File: src/rtl/seg_display_mux.sv
// Time-multiplexed seven-segment driver: scans one digit per refresh slot from a
// display register that only takes new values at frame boundaries (tear-free).
module seg_display_mux #(
  parameter int DIGITS         = 4,
  parameter int REFRESH_DIV    = 50000,
  parameter int HEX_MODE       = 0,
  parameter int SEG_ACTIVE_LOW = 1,
  parameter int AN_ACTIVE_LOW  = 1
) (
  input  logic                  clk,
  input  logic                  rst_n,
  input  logic                  load,
  input  logic [4*DIGITS-1:0]   value,
  input  logic [DIGITS-1:0]     dp_in,
  input  logic                  blank_lz,
  output logic [6:0]            seg,
  output logic                  dp,
  output logic [DIGITS-1:0]     an,
  output logic                  frame
);

  localparam int CNT_W = (REFRESH_DIV > 1) ? $clog2(REFRESH_DIV) : 1;
  localparam int IDX_W = (DIGITS > 1) ? $clog2(DIGITS) : 1;
  localparam logic [CNT_W-1:0]  CNT_MAX = CNT_W'(REFRESH_DIV - 1);
  localparam logic [IDX_W-1:0]  IDX_MAX = IDX_W'(DIGITS - 1);
  localparam logic [6:0]        SEG_OFF = (SEG_ACTIVE_LOW != 0) ? 7'h7F : 7'h00;
  localparam logic              DP_OFF  = (SEG_ACTIVE_LOW != 0);
  localparam logic [DIGITS-1:0] AN_OFF  = (AN_ACTIVE_LOW != 0) ? {DIGITS{1'b1}} : '0;

  logic [CNT_W-1:0]    cnt_q, cnt_d;
  logic [IDX_W-1:0]    idx_q, idx_d;
  logic [4*DIGITS-1:0] disp_val_q, disp_val_d;
  logic [DIGITS-1:0]   disp_dp_q, disp_dp_d;
  logic [4*DIGITS-1:0] pend_val_q, pend_val_d;
  logic [DIGITS-1:0]   pend_dp_q, pend_dp_d;
  logic                pend_flag_q, pend_flag_d;
  logic [6:0]          seg_q, seg_d;
  logic                dp_q, dp_d;
  logic [DIGITS-1:0]   an_q, an_d;
  logic                frame_q;

  logic tick, wrap_tick;

  function automatic logic [6:0] glyph(input logic [3:0] code);
    logic [6:0] g;
    case (code)
      4'h0: g = 7'b0111111;
      4'h1: g = 7'b0000110;
      4'h2: g = 7'b1011011;
      4'h3: g = 7'b1001111;
      4'h4: g = 7'b1100110;
      4'h5: g = 7'b1101101;
      4'h6: g = 7'b1111101;
      4'h7: g = 7'b0000111;
      4'h8: g = 7'b1111111;
      4'h9: g = 7'b1101111;
      4'hA: g = 7'b1110111;
      4'hB: g = 7'b1111100;
      4'hC: g = 7'b0111001;
      4'hD: g = 7'b1011110;
      4'hE: g = 7'b1111001;
      default: g = 7'b1110001;
    endcase
    if (code > 4'd9 && HEX_MODE == 0) g = 7'b0000000;
    return g;
  endfunction

  assign tick      = (cnt_q == CNT_MAX);
  assign wrap_tick = tick && (idx_q == IDX_MAX);

  // NOTE: every always_comb output gets a default first so no path leaves it unassigned (no latch).
  always_comb begin
    cnt_d       = tick ? '0 : cnt_q + CNT_W'(1);
    idx_d       = idx_q;
    disp_val_d  = disp_val_q;
    disp_dp_d   = disp_dp_q;
    pend_val_d  = pend_val_q;
    pend_dp_d   = pend_dp_q;
    pend_flag_d = pend_flag_q;
    if (tick) idx_d = (idx_q == IDX_MAX) ? '0 : idx_q + IDX_W'(1);
    if (wrap_tick) begin
      // A load coinciding with the boundary wins over anything still pending.
      if (load) begin
        disp_val_d = value;
        disp_dp_d  = dp_in;
      end else if (pend_flag_q) begin
        disp_val_d = pend_val_q;
        disp_dp_d  = pend_dp_q;
      end
      pend_flag_d = 1'b0;
    end else if (load) begin
      pend_val_d  = value;
      pend_dp_d   = dp_in;
      pend_flag_d = 1'b1;
    end
  end

  logic [3:0]        code;
  logic              dp_bit;
  logic              zero_run;
  logic              blank;
  logic [6:0]        seg_lit;
  logic [DIGITS-1:0] an_lit;

  always_comb begin
    code     = '0;
    dp_bit   = 1'b0;
    blank    = 1'b0;
    zero_run = blank_lz;
    an_lit   = '0;
    // zero_run stays set while digit i and every digit above it are zero.
    for (int i = DIGITS - 1; i >= 0; i--) begin
      zero_run  = zero_run && (disp_val_q[4*i +: 4] == 4'd0);
      an_lit[i] = (IDX_W'(i) == idx_q);
      if (IDX_W'(i) == idx_q) begin
        code   = disp_val_q[4*i +: 4];
        dp_bit = disp_dp_q[i];
        blank  = zero_run && (i != 0);
      end
    end
    seg_lit = blank ? 7'b0000000 : glyph(code);
    seg_d   = (SEG_ACTIVE_LOW != 0) ? ~seg_lit : seg_lit;
    dp_d    = (SEG_ACTIVE_LOW != 0) ? ~dp_bit : dp_bit;
    an_d    = (AN_ACTIVE_LOW != 0) ? ~an_lit : an_lit;
  end

  // NOTE: sequential state uses non-blocking assignments so all registers update from pre-edge values.
  // NOTE: every register here, including the value stores, is reset so a mid-frame reset leaves no stale digits.
  always_ff @(posedge clk or negedge rst_n) begin
    if (!rst_n) begin
      cnt_q       <= '0;
      idx_q       <= '0;
      disp_val_q  <= '0;
      disp_dp_q   <= '0;
      pend_val_q  <= '0;
      pend_dp_q   <= '0;
      pend_flag_q <= 1'b0;
      seg_q       <= SEG_OFF;
      dp_q        <= DP_OFF;
      an_q        <= AN_OFF;
      frame_q     <= 1'b0;
    end else begin
      cnt_q       <= cnt_d;
      idx_q       <= idx_d;
      disp_val_q  <= disp_val_d;
      disp_dp_q   <= disp_dp_d;
      pend_val_q  <= pend_val_d;
      pend_dp_q   <= pend_dp_d;
      pend_flag_q <= pend_flag_d;
      seg_q       <= seg_d;
      dp_q        <= dp_d;
      an_q        <= an_d;
      frame_q     <= wrap_tick;
    end
  end

  assign seg   = seg_q;
  assign dp    = dp_q;
  assign an    = an_q;
  assign frame = frame_q;

endmodule

File: config.mk
export PLATFORM = sky130hd
export DESIGN_NAME = seg_display_mux
export DESIGN_NICKNAME = d
export VERILOG_FILES = /design/src/rtl/seg_display_mux.sv
export SDC_FILE = /design/constraint.sdc
export NUM_CORES = 1
export LEC_CHECK = 0
export BUFFER_PORTS_ARGS = -buffer_cell sky130_fd_sc_hd__buf_2
export CAP_MARGIN = 25
export CORE_MARGIN = 2
export CORE_UTILIZATION = 45
export CTS_CLUSTER_DIAMETER = 150
export DETAILED_ROUTE_END_ITERATION = 8
export SLEW_MARGIN = 0
export SYNTH_ARGS = -nofsm -noshare
export SYNTH_HDL_FRONTEND = slang
export SYNTH_SLANG_ARGS = --single-unit
File: constraint.sdc
create_clock -name clk -period 7.9 [get_ports clk]
set_clock_uncertainty 0.2 [all_clocks]
set_input_delay 1.185 -clock clk [delete_from_list [all_inputs] [get_ports clk]]
set_output_delay 1.185 -clock clk [all_outputs]
set_load 0.005 [all_outputs]
Word-level counts from Yosys, hierarchy flattened

Memory sizes are Yosys's and may differ from the RTL's.
Index checks and enable logic that the tools add are counted.

Reductions and logical operators: 12
Muxes and demuxes: 22
Magnitude comparators: 1
Bitwise gates (word level): 4
Equality and inequality tests: 5
$add $sub $neg: 2

Operators with widths:

| cell                  | number |
|---|---|
| $mux 16               | 3 |
| $mux 4                | 6 |
| $add 16x1->16 const B | 1 |
| $eq 16x16->1 const B  | 1 |
| $mux 7                | 2 |
| $logic_not 4->1       | 3 |
| $mux 1                | 10 |
| $not 7->7             | 1 |
| $eq 2x2->1 const A    | 2 |
| $gt 4x4->1 const B    | 1 |
| $logic_and 1x1->1     | 4 |
| $not 4->4             | 1 |
| $reduce_and 2->1      | 2 |
| $reduce_bool 2->1     | 2 |
| $add 2x1->2 const B   | 1 |
| $eq 1x2->1 const A    | 1 |
| $eq 2x2->1 const B    | 1 |
| $logic_not 2->1       | 1 |
| $mux 2                | 1 |
| $not 1->1             | 2 |

Flip-flop bits (word level): 72
Word-level logic and storage cells: 58
Output and inout bits: 13
Memories: 1
Input bits: 24
Memory bits (read-only): 112

Memories:

| memory          | words | bits a word | read ports | clocked after Yosys merged registers in | wr ports | RTL line | source |
|---|---|---|---|---|---|---|---|
| (no name shown) | 16    | 7           | 1          | 0                                       | 0        | 46       | `case (code)` |

Depth between registers and ports, before layout

Gate-level depths: netlist of the first run.

Word-level depth: 9
Gate-level depth with buffers: 12
Mapped depth without buffers: 11

Worst setup path after synthesis of the first run

No wires, ideal clock.

Path type: register to register
Start point: reg idx_q[0]
End point: reg seg_q[2], in the netlist seg[2]
Required time: 7.586 ns
Library setup time: 0.114 ns
Path buffers: 0
Path slack: 5.135 ns
Arrival time: 2.452 ns
Clock period less this slack: 2.765 ns
Stages on the path, launching flop included: 12
Path through: dfrtp_1 > inv_1 > ha_1 > or2_2 > a221oi_1 > nor2_1 > inv_1 > ha_1 > inv_1 > and3_1 > a221oi_2 > o311ai_0

Cells in the longest elaborated chain, start to end: 9
Elaborated cells between the ends (all ways): 17
Classes of those cells: order compare: 1; eq/ne: 3; mux: 10; bitwise: 1; reduce/logical: 1; memory: 1

Ends and longest elaborated chain:

| item                                              | RTL line | source |
|---|---|---|
| from (decl)                                       | 31       | `logic [IDX_W-1:0] idx_q, idx_d;` |
| from (signal assigned)                            | 144      | `idx_q <= idx_d;` |
| $eq 2x2->1                                        | 115      | `if (IDX_W'(i) == idx_q) begin` |
| $mux 4 (4 in series)                              | 115      |  |
| $mem_v2 16x7 / $gt 4x4->1 (equally long branches) | -        |  |
| $mux 7                                            | 64       | `if (code > 4'd9 && HEX_MODE == 0) g = 7'b0000000;` |
| $mux 7 *                                          | 121      | `seg_lit = blank ? 7'b0000000 : glyph(code);` |
| $not 7->7 *                                       | 122      | `seg_d = (SEG_ACTIVE_LOW != 0) ? ~seg_lit : seg_lit;` |
| named net seg_d[2]                                | 37       | `logic [6:0] seg_q, seg_d;` |
| to (signal assigned)                              | 150      | `seg_q <= seg_d;` |
| to (decl)                                         | 37       |  |

The timed path passes the listed nets; every way through them passes the cells marked *.
A chain may end at the register's enable or synchronous reset.

Final worst setup path of the first run

Start point: reg idx_q[0]
End point: reg seg_q[1], in the netlist seg[1]

Same word-level chain as after synthesis.

==> results.txt, run 1 <==
The flow ran to the end, and the final reports show no timing, DRC or antenna violations. In this run, post-CTS hold repair placed 0 buffers. The power dissipated by switching net loads came out at 0.155 mW. TritonCTS built the clock tree.

The insertion delay to the later sink of the worst-skew pair is 0.34 ns, and the proportion of layout cells with a drive suffix above 1 is 41.5%. The final hold violation count came out at 0. A synthesized cell averages 13.0 µm².

Static timing analysis puts the maximum clock frequency at 295 MHz. The total count of max-transition violations in the final report is 0. From bottom edge to top edge, the die measures 92.4 µm. The tools report the total nets after synthesis as 303.

The root buffer cell was clkbuf_8. The leakage component of the power is 1.85 nW. The number of flip-flops and latches in the synthesized netlist was 72. The leading cell type in the layout, fill and taps excluded was dfrtp_1. The tools report the startpoint kind of the worst setup timing path as a register. The number of buffers and inverters on the critical path is 3.

The fraction of power spent switching nets was 22.0%. Number of clock buffers inserted by TritonCTS: 9. In the synthesized netlist, the number of instances is 271. Prior to clock tree synthesis, the placed netlist has a worst setup slack of 4.48 ns. Setup violations remaining at the end of the flow were counted as 0.

The count of max-cap constraint violations was 0; the maximum cell stage delay along the critical path was 0.48 ns. After synthesis, flip-flops and latches occupy 51.7% of the total area. The run gives 39.6% as the part of the power in the clock network. The cell depth of the worst setup path works out to 11. The wire length of the first global-routing pass is 10.9 mm, and the areal power density over the cells is 178 nW/µm².

Setup repair after global routing left no endpoint under its margin. The tools report the detailed router's first-iteration violation count as 67. Traced cell by cell, the critical path runs through inv_1 > ha_1 > or2_2 > a221oi_1 > nor2_1 > inv_1 > ha_1 > inv_1 > and3_1 > a221oi_2 > o221ai_1.

The worst path in the final design needs a cycle of 3.39 ns, including I/O delays and setup. The cell with the largest stage delay on the worst path is a221oi_2. Of the available clock period, the critical path in the final layout requires 42.9%. Counting flops with a built-in enable in the synthesized netlist gives 0.

The number of clock sinks is 72. In the layout the commonest cells are dfrtp_1, mux2_2, buf_2. The tools report the type of destination of the critical path as a register.

The logs give 0 ns for the total negative slack for setup checks and 7.92 ns for the data required time at the worst endpoint. The number of different library cells used by synthesis comes to 47. The run gives 3 as the number of H-tree levels.

The die covers 8530 µm². Entering global routing, the biggest net connects 73 pins. The run gives 54.4% as the sequential group share of total power. In this design, the critical path's most frequently occurring cell is inv_1.

The maximum ir drop on the vdd rail was 66.3 µV. The area added between synthesis and finish was 13.1%; the share of flip-flops with an asynchronous set or reset was 100%. For this block, the routed nets add up to 6.45 mm of wire. Total power for the finished layout comes to 0.706 mW. Of all nets on the critical path, the largest fanout is 6.

The number of design rule violations left after detail routing was 0. The setup path with the least slack is of type reg2reg. The end of the worst register-to-register path was seg[1]. Transition time of the tightest slew-check pin: 0.900 ns. The total number of vias was 2,189. The tightest min-delay check is of the reg2reg type. The worst register-to-register path begins at idx_q[0]. The synthesis warning total came out at 0.

The initial cell density of the core came out at 45.9%. In this run the horizontal extent of the chip is 92.4 µm. The number of antenna diodes in the final layout is 0.

After clock tree synthesis, the clock-pin slew on the worst setup and hold paths is 0.07 ns. The synthesized netlist occupies a cell area of 3510 µm². The worst-case reg-to-reg path depth was 11; the via count of the first global-routing pass was 2,236. The part of the power in combinational logic was 6.0%; the final net count was 343.

The first-pass iteration count of the detailed router was 4. For the initial antenna violation count, the log shows 0. The HPWL after detailed placement is 4.30 mm. The critical path's top delay family was compound AO/OA/AOI/OAI gates. The launch point of the critical path was idx_q[0]. In this run the standard cell core region covers 7650 µm². Internal power comes to 0.550 mW. The number of gates resized after CTS was 0. In the final routed layout, each cell accounts on average for 15.4 µm. The number of buffers inserted by port buffering is 36, and the number of top-level pins is 37. The buffers inserted during post-CTS setup optimization was 0. Measured against its own limit, the worst slew margin works out to 40.0%.

The tools report the worst endpoint data arrival time as 3.42 ns. The total overflow left after global routing is 0. For this run, the leading register cell type out of synthesis is dfrtp_1.

The maximum count of clock buffers along a single path was 2; the count of antenna-violating nets left after detailed routing was 0. The worst path meets setup with 4.51 ns of slack. In this run the worst setup path terminates at seg[1]. Global routing consumed, over all layers together, 16.6% of the routing resources.

The setup slack of the most critical reg-to-reg path came out at 4.51 ns. The placement row count was 32. Routability-driven placement finished with a final weighted congestion of 0.831. Dividing the detail-routed via count by the number of cells gives 5.24.
metal layers:
| metal | track usage, % | part of all wire [%] | wire length (µm) |
|---|---|---|---|
| met5 | 0 | 0 | 0 |
| met4 | 6.72 | 1.2 | 75 |
| met3 | 4.39 | 3.2 | 206 |
| met2 | 25.7 | 48 | 3070 |
| met1 | 22.1 | 48 | 3090 |
per-stage QoR:
stage               cell area [µm²]  instances  util (%)  hold slack (ns)
CTS                            3960        417      51.8            0.257
finish                         3970        418      52.0            0.257
floorplan                      3510        271         -            0.189
global placement               3770        401      49.3            0.252
detailed placement             3770        401      49.3            0.251
global route                   3970        418      52.0            0.274
cell type report:
cell class / instances / area, µm²
Clock inverter: 2 / 12.5
Clock buffer: 14 / 183
Fill cell: 675 / 3670
Inverter: 11 / 41.3
Sequential cell: 72 / 1820
Tap cell: 102 / 128
Multi-Input combinational cell: 178 / 1590
Timing Repair Buffer: 39 / 206
Yosys cell counts (4+ instances only):
cell type / n / share of area, %
buf_6: 4 / 1.3
clkbuf_1: 5 / 0.53
dfrtp_1: 60 / 43
dfstp_2: 12 / 9.0
ha_1: 8 / 2.8
inv_1: 11 / 1.2
mux2_2: 39 / 12
mux2_4: 19 / 8.1
mux2i_1: 5 / 1.4
nand2_1: 10 / 1.1
nand3_1: 9 / 1.3
nand4_1: 4 / 0.71
nor2_1: 16 / 1.7
o211ai_1: 5 / 1.1
xnor2_1: 6 / 1.5
xor2_1: 7 / 1.7
kinds of logic after synthesis:
logic type                 synth area share [%]
muxes                                      22.0
buffers and inverters                      3.13
adders and majority gates                  2.85
xor gates and xnor gates                   3.24
DFF                                        51.7
and+or+nand+nor                            9.90
AOI/OAI and AO/OA                          7.12
worst min-delay path by stage:
stage | slack, ns | end | depth (start not counted) | from
2_1_floorplan | 0.19 | dp | 1 | disp_dp_q[0]
3_3_place_gp | 0.25 | dp | 1 | disp_dp_q[0]
3_5_place_dp | 0.25 | dp | 1 | disp_dp_q[0]
4_1_cts | 0.26 | dp | 1 | disp_dp_q[0]
5_1_grt | 0.27 | dp | 1 | disp_dp_q[0]
6_report | 0.26 | dp | 1 | disp_dp_q[0]
worst reg2reg max path, cell delays in order (launching register included):
cell and delay (ns):
dfrtp_1 0.37, inv_1 0.10, ha_1 0.29, or2_2 0.34
a221oi_1 0.43, nor2_1 0.22, inv_1 0.20, ha_1 0.17
inv_1 0.08, and3_1 0.16, a221oi_2 0.48, o221ai_1 0.24
power by group through the flow:
stage	registers, mW	clock network, mW	logic [mW]
2_1_floorplan	0.389	0	0.0260
3_3_place_gp	0.390	0	0.0427
3_5_place_dp	0.390	0	0.0435
4_1_cts	0.383	0.290	0.0436
5_1_grt	0.385	0.305	0.0480
6_report	0.384	0.280	0.0426
flip-flops by register name, indices dropped and copies added (netlist names):
register	flops
idx_q	2
disp_dp_q	4
pend_dp_q	4
disp_val_q	16
frame	1
cnt_q	16
pend_flag_q	1
pend_val_q	16
dp	1
seg	7
an	4
No activity file was read; power rests on OpenSTA's default activity.
==> run 2: changes to the inputs <==
==> constraint.sdc (replaced) <==
create_clock -name clk -period 3.55 [get_ports clk]
set_clock_uncertainty 0.2 [all_clocks]
set_input_delay 0.5325 -clock clk [delete_from_list [all_inputs] [get_ports clk]]
set_output_delay 0.5325 -clock clk [all_outputs]
set_load 0.005 [all_outputs]
==> run 2 against run 1 <==
Via count up 0.78%. Power up 130%. Register-to-register slack worse by 4.1 ns. Critical path type unchanged. Largest power group unchanged. Maximum frequency up 7.3%.
==> results.txt, run 2 (same netlist as run 1, synthesis figures left out) <==
The maximum ir drop on the vdd rail is 179 µV (+170%), and the via count of the first global-routing pass is 2,240 (+0.18%). met2 is the most crowded layer. The most critical setup path has its startpoint at idx_q[0]. The sum of buffers and inverters on the critical path works out to 3 (unchanged). The final hold violation count was 0 (unchanged). The tools report the initial antenna violation count as 0 (unchanged). Setup repair after global routing left no endpoint under its margin.

Number of buffers inserted by port buffering: 36 (unchanged). For the area inside the core boundary, the log shows 7650 µm² (unchanged). The wire length of the first global-routing pass came out at 10.8 mm (-1.3%). The maximum cell stage delay along the critical path is 0.44 ns (-0.04 ns). The setup slack of the most critical reg-to-reg path is 0.39 ns (-4.12 ns), and the number of clock sinks is 72 (unchanged).

The fill cell instance count of the final layout was 653 (-3.3%); the die span in y was 92.4 µm (unchanged). The number of design rule violations left after detail routing came out at 0 (unchanged). Part of the power in combinational logic: 6.1% (about the same).

The clock transition at the registers of the reported paths was 0.07 ns (about the same); the met3 track utilization from global routing was 3.09% (-1.3 points). The worst relative slew slack was 57.9% (+18 points). The run gives 1.26 mW (+130%) as the internal power consumption.

The detailed router's first-iteration violation count came out at 54 (-19%). The min-delay analysis places its worst path in the category in2reg. The tools report the placement row count as 32 (unchanged). The data required time at the worst endpoint is 3.57 ns (-4.35 ns). Traced cell by cell, the critical path runs through inv_1 > ha_1 > or2_2 > a221oi_1 > nor2_1 > inv_1 > ha_1 > inv_1 > and3_1 > a221oi_2 > o311ai_0.

The part of the cycle the worst path needs was 89.1% (+46 points). Among cell families on the critical path, the largest total delay comes from compound AO/OA/AOI/OAI gates. The initial cell density of the core was 45.9% (unchanged). Maximum count of clock buffers along a single path: 2 (unchanged).

The count of max-cap constraint violations is 0 (unchanged). Total routing usage reported by global routing: 16.3% (-0.25 points). Proportion of layout cells with a drive suffix above 1: 41.7% (+0.24 points).

The fraction of power spent switching nets is 21.7% (-0.34 points), and the worst endpoint data arrival time is 3.18 ns (-0.24 ns). The end of the worst hold path is pend_val_q[12]. The tools report the number of inserted diodes as 0 (unchanged). The run gives 25.9% (+0.12 points) as the met2 layer usage reported by global route. The worst-case reg-to-reg path depth was 11 (unchanged); the post-detailed-routing wire length was 6.42 mm (-0.53%). The power consumption was 1.60 mW (+130%).

The die outline area is 8530 µm² (unchanged). The largest net degree at the start of global routing is 27 (-63%), and the post-detailed-route wirelength per cell is 15.2 µm (-1.2%). The buffers inserted during post-CTS setup optimization is 0 (unchanged). Leaving out fill and tap cells, the most frequent cells in the layout are dfrtp_1, mux2_2, buf_2.

The insertion delay to the later sink of the worst-skew pair is 0.33 ns (about the same), and the part of the power in the clock network is 40.7% (+1.1 points). The power dissipated by switching net loads is 0.348 mW (+120%), and the overall die width is 92.4 µm (unchanged). The average vias per placed instance came out at 5.24 (about the same). The final net count was 347 (+1.2%). The worst register-to-register path begins at idx_q[0]. Startpoint kind of the worst setup timing path: a register. The total negative slack for setup checks came out at 0 ns (unchanged). The area added between synthesis and finish works out to 14.0%. Leading cell type in the layout, fill and taps excluded: dfrtp_1. The endpoint identified for the worst register-to-register timing path is seg[2]. The run gives 1.86 nW (+0.96%) as the leakage component of the power. The logs give 3 (unchanged) for the number of H-tree levels and 0 (unchanged) for the count of antenna-violating nets left after detailed routing. The total grt overflow was 0 (unchanged). The met1 usage came out at 22.0% (-0.14 points).

The placed wire-length estimate after detailed placement was 4.55 mm (+5.9%). The transition time of the tightest slew-check pin was 0.631 ns (-0.269 ns). Areal power density over the cells: 400 nW/µm² (+130%).

The largest registers in the layout are cnt_q x16, disp_val_q x16, pend_val_q x16. The total count of max-transition violations in the final report was 0 (unchanged). The number of top-level pins came out at 37 (unchanged).

TritonCTS built the clock tree. The slowest stage of the critical path belongs to the cell a221oi_2. The startpoint identified for the worst hold timing path is value[12].

The tools report the root buffer cell as clkbuf_8. The first-pass iteration count of the detailed router is 4 (unchanged), and the worst hold path stage count is 2 (+1). The largest driver fanout on the critical path came out at 6 (unchanged). The run gives 53.2% (-1.2 points) as the sequential group share of total power.

The run finished with clean final reports. The clock period minus final worst setup slack is 3.16 ns (-0.230 ns). The tools report the upper clock frequency limit as 316 MHz (+7.3%).

Routability-driven placement congestion ratio: 0.892 (+7.3%). The run gives 9 (unchanged) as the number of clock buffers inserted by TritonCTS. Final number of setup-violating endpoints: 0 (unchanged).

STA classifies the critical path endpoint as a register. The total number of vias is 2,206 (+0.78%). Counting stages on the worst path, the most repeated cell is inv_1. The worst setup path is of the reg2reg kind.
-- run 2: worst max path at each step --
| stage | to | cells after the start |
|---|---|---|
| after floorplan | seg[2] | 11 |
| after global placement | seg[2] | 11 |
| after detailed placement | seg[2] | 11 |
| after CTS | seg[2] | 11 |
| after global routing | seg[2] | 11 |
| final | seg[2] | 11 |
-- run 2: what timing repair did --
item                      in CTS  in global routing
hold endpoints to repair      22                  0
hold buffers                   1                  0
resized for setup              0                  0
-- run 2: layout make-up --
| cell class | count | area, µm² | area share, % |
|---|---|---|---|
| sequential | 72 | 1820 | 45.4 |
| multi-input combinational | 178 | 1590 | 39.6 |
| timing repair buffer | 43 | 235 | 5.87 |
| clock buffer | 12 | 155 | 3.87 |
| tap | 102 | 128 | 3.19 |
| clock inverter | 3 | 42.5 | 1.06 |
| inverter | 11 | 41.3 | 1.03 |
-- run 2: routing by layer --
metal,share of wire [%],up-vias
met1,48,1087
met4,1.6,0
met5,0,-
met2,48,36
li1,-,1072
met3,3.0,11
-- run 2: power by group through the flow --
stage	registers [mW]	logic (mW)	clock network [mW]
after detailed placement	0.868	0.100	0
final	0.853	0.0977	0.652
after global routing	0.856	0.110	0.704
after global placement	0.867	0.0985	0
after CTS	0.853	0.101	0.665
after floorplan	0.866	0.0578	0
-- run 2: through the flow --
step	cell area (µm²)	hold WS, ns	worst slack, ns	instances	utilization [%]
6_report	4010	0.235	0.387	421	52.4
3_5_place_dp	3800	0.254	0.459	405	49.7
4_1_cts	4010	0.224	0.416	421	52.4
2_1_floorplan	3510	0.0369	0.785	271	-
3_3_place_gp	3800	0.262	0.541	405	49.7
5_1_grt	4010	0.229	0.0219	421	52.4
==> run 3: changes to the inputs <==
--- a/config.mk
+++ b/config.mk
@@ -11,6 +11,7 @@
 export CORE_UTILIZATION = 45
 export CTS_CLUSTER_DIAMETER = 150
 export DETAILED_ROUTE_END_ITERATION = 8
+export PLACE_DENSITY = 0.63
 export SLEW_MARGIN = 0
 export SYNTH_ARGS = -nofsm -noshare
 export SYNTH_HDL_FRONTEND = slang
==> run 3 against run 2 <==
Sequential power barely moved. Critical endpoint unchanged. Global-route usage up 0.24 points. Worst hold slack lost 0.046 ns. Routed wire length fell by 1.1%. Critical path depth did not move. Clock power decreased by 1%. Critical path type unchanged. Non-clock buffer count fell by 2. Largest cell class unchanged. Die area unchanged. Flip-flop and latch count is the same. Register-to-register slack got worse by 0.05 ns.
==> results.txt, run 3 (same netlist as run 1, synthesis figures left out) <==
The tools report the routability-driven placement congestion ratio as 0.792 (-11%). Total number of vias: 2,244 (+1.7%). The tools report the hold buffer count at cts as 0 (-1). For the number of design rule violations left after detail routing, the log shows 0 (unchanged). The final number of setup-violating endpoints was 0 (unchanged); the area inside the core boundary was 7650 µm² (unchanged). For the placement row count, the log shows 32 (unchanged). The average vias per placed instance is 5.34 (+2.0%). The total negative slack for setup checks is 0 ns (unchanged), and the worst setup slack before clock tree synthesis is 0.395 ns (-0.0639 ns). The logs give 311 MHz (-1.6%) for the upper clock frequency limit and 8530 µm² (unchanged) for the die outline area. Fraction of power spent switching nets: 21.1% (-0.56 points). The data required time at the worst endpoint is 3.57 ns (about the same). For the total routing usage reported by global routing, the log shows 16.6% (+0.24 points). The flow ran to the end, and the final reports show no timing, DRC or antenna violations. The number of inserted diodes came out at 0 (unchanged).

For the largest net degree at the start of global routing, the log shows 73 (+170%). The startpoint of the worst-slack reg-to-reg timing path is idx_q[0]. The leakage component of the power came out at 1.86 nW (-0.22%).

The library cells used most frequently in the layout, excluding fill and tap cells, are dfrtp_1, mux2_2, buf_2. The count of max-cap constraint violations was 0 (unchanged); the clock period minus final worst setup slack was 3.21 ns (+0.0517 ns). The tools report the first-pass iteration count of the detailed router as 4 (unchanged).

The tools report the insertion delay to the later sink of the worst-skew pair as 0.34 ns (about the same). Number of buffers inserted by port buffering: 36 (unchanged). The tools report the internal power consumption as 1.26 mW (+0.14%).

The root buffer cell was clkbuf_8. The overall die width works out to 92.4 µm (unchanged). The part of the cycle the worst path needs came out at 90.6% (+1.5 points). The run gives 45.9% (unchanged) as the initial cell density of the core.

The run gives 404 (-0.25%) as the placed cell count. The maximum count of clock buffers along a single path is 2 (unchanged), and the worst relative slew slack is 41.5% (-16 points). The tools report the number of clock sinks as 72 (unchanged).

The number of H-tree levels is 3 (unchanged). Leading cell type in the layout, fill and taps excluded: dfrtp_1. The area growth from synthesis to layout is 13.5%. End of the worst register-to-register path: seg[2]. The placed wire-length estimate after detailed placement came out at 4.44 mm (-2.4%).

TritonCTS built the clock tree. The tools report the via count of the first global-routing pass as 2,248 (+0.36%). The logs give 146 (+170%) for the detailed router's first-iteration violation count and 6.0% (about the same) for the part of the power in combinational logic. The post-detailed-route wirelength per cell was 15.1 µm (-0.87%); the areal power density over the cells was 400 nW/µm² (-0.16%).

The number of resized instances in the post-cts repair step was 0 (unchanged); the maximum ir drop on the vdd rail was 212 µV (+18%). Wire length of the first global-routing pass: 11.0 mm (+2.0%). The final net count was 345 (-0.58%). The part of the power in the clock network was 40.5% (-0.2 points); the die span in y was 92.4 µm (unchanged). Sequential group share of total power: 53.6% (+0.4 points). In the final layout, the registers with the most flip-flops are cnt_q x16, disp_val_q x16, pend_val_q x16. The setup slack of the most critical reg-to-reg path came out at 0.34 ns (-0.05 ns). The number of standard cells in the final layout excluding fillers was 420 (-0.24%). The power consumption came out at 1.59 mW (-0.57%). The tightest min-delay check is of the in2async type. The worst setup path is of the reg2reg kind. The post-detailed-routing wire length came out at 6.35 mm (-1.1%).

For the total grt overflow, the log shows 0 (unchanged). STA classifies the critical path startpoint as a register. The transition time of the tightest slew-check pin was 0.877 ns (+0.247 ns); the number of top-level pins was 37 (unchanged). The logs give 0 (unchanged) for the total count of max-transition violations in the final report and 0 (unchanged) for the initial antenna violation count. For the count of antenna-violating nets left after detailed routing, the log shows 0 (unchanged). The worst-case reg-to-reg path depth was 11 (unchanged); the core utilization of the finished layout was 52.2% (-0.21 points). The largest driver fanout on the critical path is 6 (unchanged). The worst setup path is captured at a register.

The proportion of layout cells with a drive suffix above 1 came out at 41.5% (-0.18 points). The tools report the number of clock buffers inserted by TritonCTS as 9 (unchanged). The run gives 0.337 mW (-3.1%) as the power dissipated by switching net loads.

The final hold violation count is 0 (unchanged). Worst-case setup margin in the final layout: 0.335 ns (-0.0517 ns). Setup repair after global routing left no endpoint under its margin. The buffers inserted during post-CTS setup optimization was 0 (unchanged); the clock transition at the registers of the reported paths was 0.07 ns (about the same). The worst endpoint data arrival time was 3.23 ns (+0.05 ns).
## run 3: cell types whose count changed in the layout (fill, tap and decap cells not counted), sizes merged
| cell | previous run | this run |
|---|---|---|
| clkinvlp | 1 | 0 |
| dlygate4sd3 | 1 | 0 |
| clkinv | 1 | 2 |
| clkbuf | 12 | 13 |
| buf | 42 | 41 |
## run 3: final cells by class
cell class | count | area [µm²]
fillers | 665 | 3660
clock inverters | 3 | 40.0
flip-flops and latches | 72 | 1820
inverters | 11 | 41.3
multi-input cells | 178 | 1590
clock buffers | 13 | 159
well taps | 102 | 128
repair buffers | 41 | 218
## run 3: metal layers
layer  vias to the layer above  global-route usage [%]  wire, µm
met2                        42                    24.6      2890
met5                         -                       0         0
met4                         0                    6.72        75
met1                      1120                    23.7      3140
li1                       1074                       -         -
met3                         8                    3.50       240
## run 3: worst max-delay path by stage
stage | startpoint | endpoint | slack [ns]
final | idx_q[0] | seg[2] | 0.34
after global placement | idx_q[0] | seg[2] | 0.55
after floorplan | idx_q[0] | seg[2] | 0.78
after global routing | idx_q[0] | seg[2] | 0.18
after CTS | idx_q[0] | seg[2] | 0.40
after detailed placement | idx_q[0] | seg[2] | 0.39
## run 3: critical path, cell delays in order, from the launching register on
cell and delay [ns]:
dfrtp_1 0.39, inv_1 0.10, ha_1 0.27, or2_2 0.33, a221oi_1 0.38, nor2_1 0.20, inv_1 0.17, ha_1 0.16
inv_1 0.07, and3_1 0.16, a221oi_2 0.43, o311ai_0 0.26
## run 3: power groups by stage
| stage | clock network [mW] | logic (mW) | registers [mW] |
|---|---|---|---|
| after global placement | 0 | 0.0964 | 0.867 |
| after CTS | 0.663 | 0.0986 | 0.853 |
| after detailed placement | 0 | 0.0980 | 0.869 |
| final | 0.645 | 0.0950 | 0.854 |
| after floorplan | 0 | 0.0578 | 0.866 |
| after global routing | 0.703 | 0.107 | 0.856 |
## run 3: through the flow
stage / instance area, µm² / hold WS (ns)
2_1_floorplan: 3510 / 0.0369
4_1_cts: 3990 / 0.225
3_3_place_gp: 3790 / 0.258
5_1_grt: 3990 / 0.227
6_report: 3990 / 0.189
3_5_place_dp: 3790 / 0.270
